<file path="src/rtl/qsys_sysid_ext.sv">
// System-identification slave: ID, build timestamp, capabilities, 64-bit uptime with
// coherent two-word readout, and byte-writable scratch registers on a latency-1 Avalon-MM port.
module qsys_sysid_ext #(
  parameter logic [31:0] ID_VALUE    = 32'h0000_0000,
  parameter logic [31:0] TIMESTAMP   = 32'd1496327636,
  parameter int unsigned NUM_SCRATCH = 2,
  parameter int unsigned ADDR_W      = 4
) (
  input  logic              clock,
  input  logic              reset,
  input  logic [ADDR_W-1:0] address,
  input  logic              read,
  input  logic              write,
  input  logic [31:0]       writedata,
  input  logic [3:0]        byteenable,
  output logic [31:0]       readdata,
  output logic              readdatavalid
);

  localparam logic [ADDR_W-1:0] AddrId    = ADDR_W'(0);
  localparam logic [ADDR_W-1:0] AddrTs    = ADDR_W'(1);
  localparam logic [ADDR_W-1:0] AddrCaps  = ADDR_W'(2);
  localparam logic [ADDR_W-1:0] AddrCtrl  = ADDR_W'(3);
  localparam logic [ADDR_W-1:0] AddrUpLo  = ADDR_W'(4);
  localparam logic [ADDR_W-1:0] AddrUpHi  = ADDR_W'(5);
  localparam logic [31:0]       CapsValue = {16'h0002, 8'd0, 4'd0, 4'(NUM_SCRATCH)};

  logic [63:0] uptime_q, uptime_d;
  logic [31:0] shadow_hi_q;
  logic        uptime_en_q;
  logic [31:0] scratch_q [8];
  logic [31:0] rdata_mux;
  logic [2:0]  scratch_idx;
  logic        scratch_hit;
  logic        ctrl_wr;
  logic        uptime_clr;

  always_comb begin
    scratch_idx = address[2:0];
    scratch_hit = (address[ADDR_W-1:3] == (ADDR_W-3)'(1)) && (32'(scratch_idx) < NUM_SCRATCH);
    ctrl_wr     = write && (address == AddrCtrl);
    uptime_clr  = ctrl_wr && writedata[1];

    // Clear wins over increment.
    if (uptime_clr) begin
      uptime_d = '0;
    end else if (uptime_en_q) begin
      uptime_d = uptime_q + 64'd1;
    end else begin
      uptime_d = uptime_q;
    end

    rdata_mux = '0;
    case (address)
      AddrId:   rdata_mux = ID_VALUE;
      AddrTs:   rdata_mux = TIMESTAMP;
      AddrCaps: rdata_mux = CapsValue;
      AddrCtrl: rdata_mux = {31'd0, uptime_en_q};
      AddrUpLo: rdata_mux = uptime_q[31:0];
      AddrUpHi: rdata_mux = shadow_hi_q;
      default:  if (scratch_hit) rdata_mux = scratch_q[scratch_idx];
    endcase
  end

  always_ff @(posedge clock) begin
    if (reset) begin
      readdata      <= '0;
      readdatavalid <= 1'b0;
      uptime_q      <= '0;
      shadow_hi_q   <= '0;
      uptime_en_q   <= 1'b1;
      for (int i = 0; i < 8; i++) scratch_q[i] <= '0;
    end else begin
      readdatavalid <= read;
      if (read) readdata <= rdata_mux;
      // Latch the high word alongside the low word so a later HI read is coherent.
      if (read && (address == AddrUpLo)) shadow_hi_q <= uptime_q[63:32];
      uptime_q <= uptime_d;
      if (ctrl_wr) uptime_en_q <= writedata[0];
      if (write && scratch_hit) begin
        for (int b = 0; b < 4; b++) begin
          if (byteenable[b]) scratch_q[scratch_idx][8*b +: 8] <= writedata[8*b +: 8];
        end
      end
    end
  end

endmodule

</file>
<file path="config.mk">
export PLATFORM = sky130hd
export DESIGN_NAME = qsys_sysid_ext
export DESIGN_NICKNAME = d
export VERILOG_FILES = /design/src/rtl/qsys_sysid_ext.sv
export SDC_FILE = /design/constraint.sdc
export NUM_CORES = 1
export LEC_CHECK = 0
export ABC_AREA = 0
export BUFFER_PORTS_ARGS = -buffer_cell sky130_fd_sc_hd__buf_2
export CAP_MARGIN = 10
export CELL_PAD_IN_SITES_DETAIL_PLACEMENT = 0
export CELL_PAD_IN_SITES_GLOBAL_PLACEMENT = 1
export CORE_MARGIN = 4
export CORE_UTILIZATION = 43
export CTS_CLUSTER_DIAMETER = 200
export DETAILED_ROUTE_END_ITERATION = 12
export HOLD_SLACK_MARGIN = 0.06
export PLACE_DENSITY_LB_ADDON = 0.05
export SYNTH_ARGS = -nofsm -noshare
export SYNTH_HDL_FRONTEND = slang
export SYNTH_SLANG_ARGS = --single-unit
</file>
<file path="constraint.sdc">
create_clock -name clock -period 2.9 [get_ports clock]
set_input_delay 0.435 -clock clock [delete_from_list [all_inputs] [get_ports clock]]
set_output_delay 0.435 -clock clock [all_outputs]
set_load 0.02 [all_outputs]
</file>
==> flow_metrics.tcl <==
set metrics [dict create \
    path_clk_slew_ns 0.07 \
    cts_buffers 17 \
    synth_area_mm2 0.00875 \
    register_area_mm2 0.00452 \
    cp.arrival_ns 2.95 \
    final_cells 1242 \
    run_status "finished, final reports clean" \
    timing.final.crit_share 0.888 \
    relSlewSlack 0.356 \
    grt_pass1_vias 6765 \
    antenna_found_initial 0 \
    port-buffer-count 76 \
    multi_input_area_mm2 0.00393 \
    ant_nets 0 \
    timing.hold.ws_ns 0.260 \
    synthCells 922 \
    clock_skew_ns 0.0164 \
    powerDensity_mw_per_mm2 563 \
    total_power_uw 5610 \
    grt_util_all_layers 0.211 \
    finalSetupTns_ns 0 \
    clock_path_buffers 2 \
    grt_pass1_wl_um 37300 \
    dp_slack_ns 0.386 \
    die_width_um 151 \
    drtPass1Iterations 5 \
    cts_setup_buffers 0 \
    min_path_type "primary input to flip-flop" \
    period_minus_slack_ns 2.57 \
    routed_wl_um 23400 \
    cts_resized 0 \
    num_io_pins 77 \
    cap_violations 0 \
    ctsHoldBuffers 0 \
    drv_slew 0 \
    htreeDepth 4 \
    setup_ws_ns 0.326 \
    synth_cell_types 48 \
    reg2reg_slack_ns 0.33 \
    tightest_slew_ns 0.957 \
    area_growth_pct 13.8 \
    drc_errors 0 \
    n_antenna_cell 0 \
    grt_max_degree 66 \
    cp_max_fo 22 \
    grt_overflow_total 0 \
    required_ns 3.27 \
    insertion_delay_ns 0.45 \
    vdd_drop_max_uv 357 \
    leakagePower_uw 0.00376 \
    path_class "flip-flop to flip-flop" \
    numClockSinks 194 \
    wl_per_cell_um 18.8 \
    start_util 0.444 \
    coreArea_mm2 0.0197 \
    viasPerCell 5.72 \
    globalplace.congestion 0.909 \
    rsz0062_at_grt "false" \
    ys.flop_type "dfxtp_1" \
    dp_cells 1210 \
    setup_viol 0 \
    n_fill_cell 1827 \
    syn_avg_cell_area_um2 9.49 \
    die_area_mm2 0.0227 \
    async_reset_ff_frac 0 \
    dp_hpwl_um 16300 \
    ys_ff_latch 194 \
    first_iter_violations 450 \
    hold_viol 0 \
    synth_edf_count 64 \
    drive_above_1_share 0.153 \
    cts_tree "done" \
    vias 7110 \
    endpoint_kind "flip-flop" \
    yosysWarningCount 0 \
    fp.dieH_um 151 \
    worstSetupStartpointType "flip-flop" \
    num_rows 51 \
    final_nets 1009 \
    synth_nets 967 \
    ys_seq_area_frac 0.517 \
    fmax_mhz 388 \
    cts_root_buffer "clkbuf_16" \
]
-- power breakdown --
group          internal (uW)  switching [uW]
Sequential              2880            35.1
Clock                   1150            1160
Combinational            128             251
Total                   4150            1450
-- per-layer routing --
layer	global-route usage	up-vias	part of all wire	wire length, um
li1	-	3478	-	-
met1	0.308	3404	0.48	11200
met2	0.323	207	0.46	10600
met3	0.0421	21	0.053	1230
met4	0.0526	0	0.011	256
met5	0	-	0	0
-- layout make-up --
type,count,share of cell area
clock buffer,18,0.0431
inverter,9,0.00339
timing repair buffer,96,0.0570
clock inverter,14,0.0143
tap,265,0.0333
sequential,194,0.454
multi-input combinational,646,0.395
-- cells in the final DEF (no fill, tap or decap), types with 18 or more instances in the layout --
cell	n
edfxtp_1	64
nand3_1	19
mux2i_1	18
xor2_1	23
or3_1	23
buf_2	76
o21ai_0	49
and3_1	70
dfxtp_1	130
nand4_1	26
nor2_1	78
o221ai_1	28
nand2_1	91
a21oi_1	65
a22oi_1	44
-- synth_stat cells (all sizes together) (3+ instances only) --
cell type,number,area [um2]
dfxtp,130,2600
and3,71,445
nor4,16,160
and4,6,52.6
nand2,91,342
clkbuf,52,195
a21oi,65,325
or4,5,37.5
edfxtp,64,1920
or3,23,144
o221a,3,33.8
a21o,9,67.6
inv,8,30.0
nor3,10,50.1
nor2b,5,31.3
buf,21,90.1
mux2i,18,180
o21ai,49,245
xor2,23,201
o221ai,28,245
nand2b,15,93.8
nand4,30,221
nor2,78,293
o31ai,5,37.5
a22oi,44,330
xnor2,13,114
nand3,20,105
-- flip-flops by register name (all words and copies together), names as in the netlist --
register,cells
readdata,32
readdatavalid,1
scratch_q,64
shadow_hi_q,32
uptime_en_q,1
uptime_q,64
-- final timing paths --
| path | startpoint | endpoint | cells after the start |
|---|---|---|---|
| setup / recovery | uptime_en_q | uptime_q[57] | 5 |
| hold / removal | writedata[0] | uptime_en_q | 2 |
| setup reg to reg | uptime_en_q | uptime_q[57] | 5 |
| hold reg to reg | shadow_hi_q[24] | shadow_hi_q[24] | 2 |
-- kinds of logic (layout without fill, tap and decap cells) --
family	count (synthesis)	in the layout	synth area share
adder cells (fa/ha/maj)	1	1	0.00143
AO/OA/AOI/OAI	208	208	0.151
flip-flops	194	194	0.517
buffers and inverters	82	137	0.0364
AND/OR/NAND/NOR	383	383	0.237
XOR/XNOR	36	36	0.0360
multiplexers	18	18	0.0206
-- per-stage QoR --
stage / util / area (um2)
after global routing: 0.505 / 9960
after floorplan: - / 8750
after global placement: 0.476 / 9390
final: 0.505 / 9960
after CTS: 0.505 / 9960
after detailed placement: 0.476 / 9390
-- critical path: stages, from the launching register on --
cell and delay, ns:
dfxtp_1 0.49, nand4_1 0.31, nor4_4 0.52, nand3_2 0.43, or4_1 0.59, a21oi_1 0.18
No activity file was read; power rests on OpenSTA's default activity.
